**src/rtl/axi_burst_beat_gen_pkg.sv**
```systemverilog
// Shared AXI burst types, page constant and helpers for the beat generator and address decoder.
// The rule typedef macro takes the address type so rules follow AddrWidth instead of a fixed 32 bits.
`ifndef AXI_TYPEDEF_RULE_T
`define AXI_TYPEDEF_RULE_T(name, addr_t) typedef struct packed { int unsigned idx; addr_t start_addr; addr_t end_addr; } name;
`endif

package axi_burst_beat_gen_pkg;

    typedef logic [7:0] len_t;
    typedef logic [2:0] size_t;
    typedef logic [1:0] burst_t;

    localparam burst_t BurstFixed = 2'b00;
    localparam burst_t BurstIncr  = 2'b01;
    localparam burst_t BurstWrap  = 2'b10;
    localparam burst_t BurstRsvd  = 2'b11;

    localparam int unsigned PageBits = 12;

    typedef enum logic {
        ST_IDLE,
        ST_BEAT
    } beat_state_e;

    function automatic logic [7:0] beat_bytes(input size_t size);
        return 8'd1 << size;
    endfunction

    function automatic logic wrap_len_ok(input len_t len);
        return (len == 8'd1) || (len == 8'd3) || (len == 8'd7) || (len == 8'd15);
    endfunction

endpackage

```
**src/rtl/axi_addr_decode.sv**
```systemverilog
// Combinational address matcher: the lowest-index rule with start <= addr < end wins.
// A miss returns the default index and raises decerr.
module axi_addr_decode #(
    parameter int unsigned AddrWidth = 32,
    parameter int unsigned NoRules   = 4,
    parameter int unsigned IdxWidth  = (NoRules > 1) ? $clog2(NoRules) : 1
) (
    input  logic [AddrWidth-1:0]         i_addr,
    input  logic [NoRules*AddrWidth-1:0] i_rule_start,
    input  logic [NoRules*AddrWidth-1:0] i_rule_end,
    input  logic [NoRules*IdxWidth-1:0]  i_rule_idx,
    input  logic [IdxWidth-1:0]          i_default_idx,
    output logic [IdxWidth-1:0]          o_idx,
    output logic                         o_decerr
);

    typedef logic [AddrWidth-1:0] addr_t;
    `AXI_TYPEDEF_RULE_T(rule_t, addr_t)

    rule_t w_rules [NoRules];

    always_comb begin
        for (int r = 0; r < int'(NoRules); r++) begin
            w_rules[r].idx        = 32'(i_rule_idx[r*IdxWidth +: IdxWidth]);
            w_rules[r].start_addr = i_rule_start[r*AddrWidth +: AddrWidth];
            w_rules[r].end_addr   = i_rule_end[r*AddrWidth +: AddrWidth];
        end
    end

    // Scan from the top so the lowest matching index is the one left standing.
    always_comb begin
        o_idx    = i_default_idx;
        o_decerr = 1'b1;
        for (int r = int'(NoRules) - 1; r >= 0; r--) begin
            if ((i_addr >= w_rules[r].start_addr) && (i_addr < w_rules[r].end_addr)) begin
                o_idx    = IdxWidth'(w_rules[r].idx);
                o_decerr = 1'b0;
            end
        end
    end

endmodule

```
**src/rtl/axi_burst_beat_gen.sv**
```systemverilog
// Expands one AW/AR command into per-beat addresses; first beat 1 cycle after the command handshake.
// Beats hold while beat_ready_i is low; a new command is only accepted in IDLE or on the last beat.
module axi_burst_beat_gen
    import axi_burst_beat_gen_pkg::*;
#(
    parameter int unsigned AddrWidth = 32,
    parameter int unsigned DataWidth = 64,
    parameter int unsigned IdWidth   = 4,
    parameter int unsigned NoRules   = 4,
    parameter int unsigned IdxWidth  = (NoRules > 1) ? $clog2(NoRules) : 1
) (
    input  logic                         clk_i,
    input  logic                         rst_ni,
    input  logic                         cmd_valid_i,
    output logic                         cmd_ready_o,
    input  logic [IdWidth-1:0]           cmd_id_i,
    input  logic [AddrWidth-1:0]         cmd_addr_i,
    input  len_t                         cmd_len_i,
    input  size_t                        cmd_size_i,
    input  burst_t                       cmd_burst_i,
    input  logic [NoRules*AddrWidth-1:0] rule_start_i,
    input  logic [NoRules*AddrWidth-1:0] rule_end_i,
    input  logic [NoRules*IdxWidth-1:0]  rule_idx_i,
    input  logic [IdxWidth-1:0]          default_idx_i,
    output logic                         beat_valid_o,
    input  logic                         beat_ready_i,
    output logic [IdWidth-1:0]           beat_id_o,
    output logic [AddrWidth-1:0]         beat_addr_o,
    output logic [7:0]                   beat_num_o,
    output logic                         beat_last_o,
    output logic [IdxWidth-1:0]          beat_idx_o,
    output logic                         beat_decerr_o,
    output logic                         beat_err_o
);

    localparam int unsigned DataBytes = DataWidth / 8;
    localparam int unsigned MaxSize   = $clog2(DataBytes);
    localparam int unsigned ExtWidth  = AddrWidth + 17;

    localparam logic [AddrWidth-1:0] AddrOne = 1;
    localparam logic [ExtWidth-1:0]  ExtOne  = 1;

    beat_state_e r_state, w_next_state;

    logic [IdWidth-1:0]   r_id;
    logic [AddrWidth-1:0] r_addr;
    len_t                 r_len;
    size_t                r_size;
    burst_t               r_burst;
    logic [7:0]           r_num;
    logic                 r_last;
    logic [IdxWidth-1:0]  r_idx;
    logic                 r_decerr;
    logic                 r_err;

    logic                 w_load;
    logic                 w_advance;
    logic [IdxWidth-1:0]  w_dec_idx;
    logic                 w_dec_miss;

    logic [AddrWidth-1:0] w_cmd_n;
    logic [ExtWidth-1:0]  w_ext_addr;
    logic [ExtWidth-1:0]  w_ext_n;
    logic [ExtWidth-1:0]  w_ext_end;
    logic                 w_page_cross;
    logic                 w_wrap_misalign;
    logic                 w_cmd_err;

    logic [AddrWidth-1:0] w_n;
    logic [AddrWidth-1:0] w_wrap_mask;
    logic [AddrWidth-1:0] w_next_addr;

    axi_addr_decode #(
        .AddrWidth (AddrWidth),
        .NoRules   (NoRules),
        .IdxWidth  (IdxWidth)
    ) u_decode (
        .i_addr        (cmd_addr_i),
        .i_rule_start  (rule_start_i),
        .i_rule_end    (rule_end_i),
        .i_rule_idx    (rule_idx_i),
        .i_default_idx (default_idx_i),
        .o_idx         (w_dec_idx),
        .o_decerr      (w_dec_miss)
    );

    // Last byte is computed with headroom so a burst running past 2^AddrWidth still shows a page change.
    assign w_cmd_n         = AddrWidth'(beat_bytes(cmd_size_i));
    assign w_ext_addr      = ExtWidth'(cmd_addr_i);
    assign w_ext_n         = ExtWidth'(beat_bytes(cmd_size_i));
    assign w_ext_end       = (w_ext_addr & ~(w_ext_n - ExtOne))
                           + ((ExtWidth'(cmd_len_i) + ExtOne) << cmd_size_i) - ExtOne;
    assign w_page_cross    = (w_ext_end >> PageBits) != (w_ext_addr >> PageBits);
    assign w_wrap_misalign = (cmd_addr_i & (w_cmd_n - AddrOne)) != '0;

    assign w_cmd_err = (cmd_burst_i == BurstRsvd)
                    || (32'(cmd_size_i) > MaxSize)
                    || ((cmd_burst_i == BurstWrap) && (!wrap_len_ok(cmd_len_i) || w_wrap_misalign))
                    || ((cmd_burst_i == BurstIncr) && w_page_cross);

    assign w_n         = AddrWidth'(beat_bytes(r_size));
    assign w_wrap_mask = ((AddrWidth'(r_len) + AddrOne) << r_size) - AddrOne;

    // Errored bursts keep the start address so the beat count still matches the data channel.
    always_comb begin
        w_next_addr = r_addr;
        if (!r_err) begin
            case (r_burst)
                BurstIncr: w_next_addr = (r_addr & ~(w_n - AddrOne)) + w_n;
                BurstWrap: w_next_addr = (r_addr & ~w_wrap_mask) | ((r_addr + w_n) & w_wrap_mask);
                default:   w_next_addr = r_addr;
            endcase
        end
    end

    always_ff @(posedge clk_i or negedge rst_ni) begin
        if (!rst_ni) begin
            r_state <= ST_IDLE;
        end else begin
            r_state <= w_next_state;
        end
    end

    always_comb begin
        w_next_state = r_state;
        cmd_ready_o  = 1'b0;
        beat_valid_o = 1'b0;
        w_load       = 1'b0;
        w_advance    = 1'b0;
        case (r_state)
            ST_IDLE: begin
                cmd_ready_o = 1'b1;
                if (cmd_valid_i) begin
                    w_load       = 1'b1;
                    w_next_state = ST_BEAT;
                end
            end
            ST_BEAT: begin
                beat_valid_o = 1'b1;
                if (beat_ready_i) begin
                    if (r_last) begin
                        cmd_ready_o = 1'b1;
                        if (cmd_valid_i) begin
                            w_load = 1'b1;
                        end else begin
                            w_next_state = ST_IDLE;
                        end
                    end else begin
                        w_advance = 1'b1;
                    end
                end
            end
            default: w_next_state = ST_IDLE;
        endcase
    end

    always_ff @(posedge clk_i or negedge rst_ni) begin
        if (!rst_ni) begin
            r_id     <= '0;
            r_addr   <= '0;
            r_len    <= '0;
            r_size   <= '0;
            r_burst  <= '0;
            r_num    <= '0;
            r_last   <= 1'b0;
            r_idx    <= '0;
            r_decerr <= 1'b0;
            r_err    <= 1'b0;
        end else if (w_load) begin
            r_id     <= cmd_id_i;
            r_addr   <= cmd_addr_i;
            r_len    <= cmd_len_i;
            r_size   <= cmd_size_i;
            r_burst  <= cmd_burst_i;
            r_num    <= '0;
            r_last   <= (cmd_len_i == 8'd0);
            r_idx    <= w_dec_idx;
            r_decerr <= w_dec_miss;
            r_err    <= w_cmd_err;
        end else if (w_advance) begin
            r_num    <= r_num + 8'd1;
            r_last   <= ((r_num + 8'd1) == r_len);
            r_addr   <= w_next_addr;
        end
    end

    assign beat_id_o     = r_id;
    assign beat_addr_o   = r_addr;
    assign beat_num_o    = r_num;
    assign beat_last_o   = r_last;
    assign beat_idx_o    = r_idx;
    assign beat_decerr_o = r_decerr;
    assign beat_err_o    = r_err;

endmodule

```
**config.mk**
```make
export PLATFORM = sky130hd
export DESIGN_NAME = axi_burst_beat_gen
export DESIGN_NICKNAME = d
export VERILOG_FILES = /design/src/rtl/axi_burst_beat_gen_pkg.sv /design/src/rtl/axi_addr_decode.sv /design/src/rtl/axi_burst_beat_gen.sv
export SDC_FILE = /design/constraint.sdc
export NUM_CORES = 1
export LEC_CHECK = 0
export CAP_MARGIN = 10
export CORE_MARGIN = 1.5
export CORE_UTILIZATION = 57
export CTS_BUF_LIST = sky130_fd_sc_hd__clkbuf_8 sky130_fd_sc_hd__clkbuf_16
export CTS_CLUSTER_DIAMETER = 200
export CTS_CLUSTER_SIZE = 40
export DETAILED_ROUTE_END_ITERATION = 8
export GPL_TIMING_DRIVEN = 0
export PLACE_DENSITY = 0.95
export SYNTH_ARGS = -nofsm -noshare
export SYNTH_HDL_FRONTEND = slang
export SYNTH_HIERARCHICAL = 1
export SYNTH_SLANG_ARGS = --single-unit
```
**constraint.sdc**
```tcl
create_clock -name clk_i -period 7.3 [get_ports clk_i]
set_clock_uncertainty 0.05 [all_clocks]
set_input_delay 1.46 -clock clk_i [delete_from_list [all_inputs] [get_ports clk_i]]
set_output_delay 1.46 -clock clk_i [all_outputs]
set_load 0.1 [all_outputs]
```
Word level (Yosys, flattened, before mapping)
Cells that the tools add are included.

word-level totals
  bits in registers = 63
  bits in latches = 0
  RAM bits = 0
  bits in read-only memories = 0
  bits of input ports = 319
  output and inout port bits = 51
  logic and storage cells = 106
  memories kept = 0

cells by class
  $add $sub $neg = 11
  multipliers = 0
  div/mod/pow operators = 0
  $lt $le $gt $ge = 9
  eq/ne operators = 12
  shift-type cells = 4
  multiplexer cells = 30
  bitwise gates (word level) = 10
  reduce and logical (&&, ||, !) cells = 19

operators by type and width
  cell                   number
  $and 32x32->32         4
  $ge 32x32->1           4
  $lt 32x32->1           4
  $mux 32                3
  $add 32x8->32          2
  $not 32->32            2
  $pmux 32 s2            1
  $add 49x49->49         1
  $and 32x49->49         1
  $not 49->49            1
  $shl 9x3->49           1
  $sub 49x1->49 const B  1
  $ne 37x20->1           1
  $or 32x32->32          1
  $reduce_bool 32->1     1
  $shl 9x3->32           1
  $sub 32x1->32 const B  1
  $sub 8x1->9 const B    3
  $add 8x1->9 const B    2
  $mux 1                 17
  $mux 8                 2
  $shl 1x3->8 const A    2
  $add 8x1->8 const B    1
  $eq 8x1->1 const B     1
  18 further kinds       37

Logic depth before layout (Yosys ltp)
  depth after elaboration = 10
  depth in mapped cells = 24
  mapped depth without buffers = 22

Modules after synthesis
Netlist, hierarchy kept.

by module, submodules not included
  module              instances  cells each  area each (um^2)  sequential area each (um^2)
  axi_burst_beat_gen  1          1,413       9,660.5           1,576.5
  axi_addr_decode     1          901         6,399.9           0.0

Worst setup path after synthesis
Ideal clock, no wire load.

  path kind = input -> register
  from = input cmd_size_i[0]
  to = register r_err (netlist: beat_err_o)
  library setup time = 124 ps
  arrival time = 6,264 ps
  data required time = 7,126 ps
  slack = 862 ps
  stages on the path = 23
  buffers on the path = 7
  cell sequence = clkbuf_1 -> clkbuf_1 -> clkbuf_1 -> nand2_1 -> ha_1 -> clkbuf_1 -> or3b_2 -> clkbuf_1 -> clkbuf_1 -> nand2_1 -> ha_1 -> inv_1 -> ha_1 -> clkbuf_1 -> a21oi_1 -> o21ai_0 -> a311oi_1 -> o21ai_0 -> a21oi_1 -> o21ai_0 -> a31o_2 -> xnor2_1 -> o31a_1

between the ends
  word-level cells in the longest chain between the ends = 9
  elaborated cells between the ends (all ways) = 18
  classes of those cells = 4 x add/sub; 1 x order compare; 1 x eq/ne; 2 x shift; 3 x bitwise; 7 x reduce/logical

RTL lines
  what                  line                                                RTL
  start, declared       axi_burst_beat_gen.sv:19                            input size_t cmd_size_i,
  $shl 1x3->8           axi_burst_beat_gen_pkg.sv:26                        return 8'd1 << size;
  $sub 8x1->9           axi_burst_beat_gen.sv:91, axi_burst_beat_gen.sv:94
  $not 49->49           axi_burst_beat_gen.sv:91                            assign w_ext_end = (w_ext_addr & ~(w_ext_n - ExtOne))
  $and 32x49->49        axi_burst_beat_gen.sv:91
  $add 49x49->49        axi_burst_beat_gen.sv:92                            + ((ExtWidth'(cmd_len_i) + ExtOne) << cmd_size_i) - ExtOne;
  $sub 49x1->49         axi_burst_beat_gen.sv:92
  $ne 37x20->1          axi_burst_beat_gen.sv:93                            assign w_page_cross = (w_ext_end >> PageBits) != (w_ext_addr >> PageBits);
  $logic_and 1x1->1     axi_burst_beat_gen.sv:99                            || ((cmd_burst_i == BurstIncr) && w_page_cross);
  $logic_or 1x1->1 (*)  axi_burst_beat_gen.sv:99
  end signal, assigned  axi_burst_beat_gen.sv:179                           r_err <= w_cmd_err;
  end, declared         axi_burst_beat_gen.sv:54                            logic r_err;

Every way passes the cells marked *; elsewhere a longest branch is shown, timed or not.
A chain may end at the register's enable or synchronous reset.

Worst setup path after layout
  from = input cmd_size_i[1]
  to = register r_err (netlist: beat_err_o)

The elaborated chain is that of the path after synthesis.

==> impl_metrics.sql <==
INSERT INTO impl_metrics (metric_group, metric, value, unit) VALUES
('setup_path', 'worstSetupPathType', 'input pin to flop', ''),
('yosys', 'yosys_most_used_dff', 'dfrtp_1', ''),
('global_route', 'grt.met2_usage', '71.91', '%'),
('timing', 'post-route-period-util', '95.75', '%'),
('timing', 'timing_max_transition_violations_final', '0', ''),
('pwr', 'power.combinational.fraction', '77.5', '%'),
('global_route', 'number_of_antenna_violations_at_the_first_check_in_global_routing', '5', ''),
('global_route', 'grt_start_max_net_pins', '64', ''),
('pwr', 'power_leakage', '9.746', 'nW'),
('timing', 'number_of_failing_hold_endpoints_at_the_final_stage', '0', ''),
('setup_path', 'regToRegSetupSlack', '2.61', 'ns'),
('run', 'max_cap_violations', '0', ''),
('clock_network', 'clockBufferDepth', '2', ''),
('pwr', 'power.density_cell_area', '260.8', 'mW/mm2'),
('final_layout', 'design.final.nets', '3326', ''),
('yosys', 'netlist_top_cells_area', 'ha_1, dfrtp_1, inv_1, nand2_1, a21oi_1', ''),
('yosys', 'synth_top_cell_by_area', 'ha_1', ''),
('yosys', 'synth-warning-count', '6', ''),
('outcome', 'violations_in_the_final_reports', 'DRC', ''),
('timing', 'setup-tns-final', '0', 'ns'),
('pwr', 'irDropWorstVdd', '169.7', 'uV'),
('detailed_routing', 'detail_route.wirelength', '63.78', 'mm'),
('floorplan', 'die_y', '170.9', 'um'),
('global_route', 'grt.overflow.total', '0', ''),
('clock_network', 'clkSinkCount', '63', ''),
('timing', 'grt_setup_unrepaired', 'no', ''),
('global_route', 'grtUsageMet1', '51.61', '%'),
('global_route', 'number_of_global_route_vias_before_repair', '19040', ''),
('yosys', 'gate_count_after_technology_mapping', '2314', ''),
('timing', 'timing.fmax', '0.1431', 'GHz'),
('placed_design', 'routabilityCongestion', '1.014', ''),
('floorplan', 'design.die.area', '0.02919', 'mm2'),
('yosys', 'postSynth.asyncResetShare', '100.0', '%'),
('clock_network', 'clock_tree_from_tritoncts', 'built', ''),
('final_layout', 'mostFrequentLayoutCells', 'clkdlybuf4s50_1, inv_1, ha_1', ''),
('yosys', 'synth_enable_flop_cells', '0', ''),
('final_layout', 'layout_cell_share_with_drive_strength_beyond_1', '2.861', '%'),
('timing', 'worstMarginPinSlew', '1.124', 'ns'),
('yosys', 'syn_nets', '2954', ''),
('floorplan', 'initial_core_util', '57.81', '%'),
('setup_path', 'critPathLaunchType', 'input pin', ''),
('final_layout', 'n_fill_cell', '2177', ''),
('detailed_routing', 'drtPass1Iterations', '9', ''),
('setup_path', 'timing.critical_path.arrival', '7.17', 'ns'),
('yosys', 'synth.distinct_cells', '93', ''),
('timing', 'finalWorstPathRequiredPeriod', '6.990', 'ns'),
('detailed_routing', 'post_drt_wl_per_cell', '20.75', 'um'),
('outcome', 'status', 'finished, violations left', ''),
('pwr', 'switching_power', '0.003172', 'W'),
('detailed_routing', 'route.antenna.remaining_nets', '0', ''),
('clock_network', 'cts-root-buf', 'clkbuf_16', ''),
('global_route', 'grt_usage', '43.41', '%'),
('yosys', 'ys_seq_area_share', '9.816', '%'),
('detailed_routing', 'detail_route.drc_violations', '1', ''),
('timing', 'finalSetupViolCount', '0', ''),
('setup_path', 'worst-r2r-cell-count', '14', ''),
('yosys', 'synth.cell_area', '0.01606', 'mm2'),
('setup_path', 'critical_path_required_time', '7.48', 'ns'),
('pwr', 'internal-power', '0.002191', 'W'),
('detailed_routing', 'first_iter_violations', '2465', ''),
('pwr', 'p_seq_share', '13.3', '%'),
('clock_network', 'post_cts_buffers', '0', ''),
('yosys', 'netlist.area_leader.share', '24.93', '%'),
('setup_path', 'setup.worst_path.start', 'cmd_size_i[1]', ''),
('detailed_routing', 'detailroute.via_count', '19590', ''),
('detailed_routing', 'route.detailed.vias_per_inst', '6.372', ''),
('clock_network', 'path_clk_slew', '0.06', 'ns'),
('timing', 'max_slew_margin', '24.23', '%'),
('floorplan', 'fp-row-count', '61', ''),
('global_route', 'grtUsageMet3', '7.819', '%'),
('global_route', 'grt-busiest-layer', 'met2', '');
[metal layers]
| metal | up-vias | share of wire, % |
|---|---|---|
| li1 | 9036 | - |
| met1 | 8994 | 37 |
| met2 | 1253 | 46 |
| met3 | 304 | 10 |
| met4 | 2 | 6.4 |
| met5 | - | 0.017 |
[through the flow]
stage	worst slack (ns)	total power, W	cells	hold slack [ns]	area, um2
2_1_floorplan	0.8623	0.003517	2314	0.4515	16060
3_3_place_gp	-0.7970	0.004656	3058	0.4091	20200
3_5_place_dp	-0.7348	0.004735	3058	0.4113	20200
4_1_cts	0.06532	0.005240	3073	0.4270	20530
5_1_grt	0.004222	0.005690	3074	0.4757	20560
6_report	0.3099	0.005364	3074	0.4282	20560
[cell usage after synthesis, types with 21 or more instances]
cell type	instances
a21o_1	32
xor2_1	33
nand4_1	60
nor2b_1	29
xnor2_1	55
nor3_1	36
dfrtp_1	63
inv_1	328
a31oi_1	21
clkbuf_1	66
o211ai_1	27
nand2_1	273
and3_1	22
nand2b_1	28
ha_1	320
o21ai_0	165
a211oi_1	37
nand3_1	54
nor4_1	27
nor2_1	154
a21oi_1	168
[logic make-up after synthesis]
kind of cell	count (synthesis)	share of synthesized area (%)
buf+inv	412	9.801
xor+xnor	88	4.799
flops	63	9.816
simple gates	776	23.89
fa+ha+maj	321	25.05
compound gates	634	25.26
mux	20	1.379
[timing repair]
action / in CTS / in global routing
endpoints found under the setup margin: 1 / 1
hold endpoints to repair: 0 / 0
resized for setup: 3 / 14
[how the worst min path moves through the flow]
stage                     slack, ns    startpoint           end  cells past startpoint
after floorplan                0.45    r_burst[0]    r_burst[0]                      2
after global placement         0.41  beat_id_o[3]  beat_id_o[3]                      2
after detailed placement       0.41  beat_id_o[3]  beat_id_o[3]                      2
after CTS                      0.43  beat_id_o[3]  beat_id_o[3]                      2
after global routing           0.48  beat_id_o[2]  beat_id_o[2]                      2
final                          0.43  beat_id_o[3]  beat_id_o[3]                      2
[power groups by stage]
stage	sequential, W	clock [W]	combinational, W
2_1_floorplan	0.00139	0	0.00212
3_3_place_gp	0.000695	0	0.00396
3_5_place_dp	0.000700	0	0.00403
4_1_cts	0.000694	0.000491	0.00406
5_1_grt	0.000722	0.000507	0.00446
6_report	0.000714	0.000493	0.00416
[worst max-delay path, stage by stage]
cell and delay [ns]:
clkdlybuf4s50_1 0.60, clkbuf_2 0.28, nor2_1 0.10, nand2_1 0.08, ha_1 0.34, or3b_2 0.65, clkbuf_1 0.30, nand2_1 0.16
inv_1 0.06, ha_1 0.27, clkbuf_1 0.26, nand2_1 0.13, o31ai_2 0.45, o32ai_1 0.17, a311oi_1 0.31, nand4_1 0.14
nor4_2 0.40, nand4_1 0.14, nor4_1 0.30, o2111ai_1 0.27, o31a_1 0.29
[final cells by class]
type,instances,area [um2],share of cell area (%)
Tap cell,378,473.0,2.300
Inverter,330,1239,6.024
Antenna cell,5,12.51,0.06085
Timing Repair Buffer,366,3661,17.80
Clock buffer,10,239.0,1.162
Multi-Input combinational cell,1839,12950,62.97
Buffer,77,321.6,1.564
Sequential cell,63,1577,7.667
Clock inverter,6,92.59,0.4503
No activity file was read; power rests on OpenSTA's default activity.
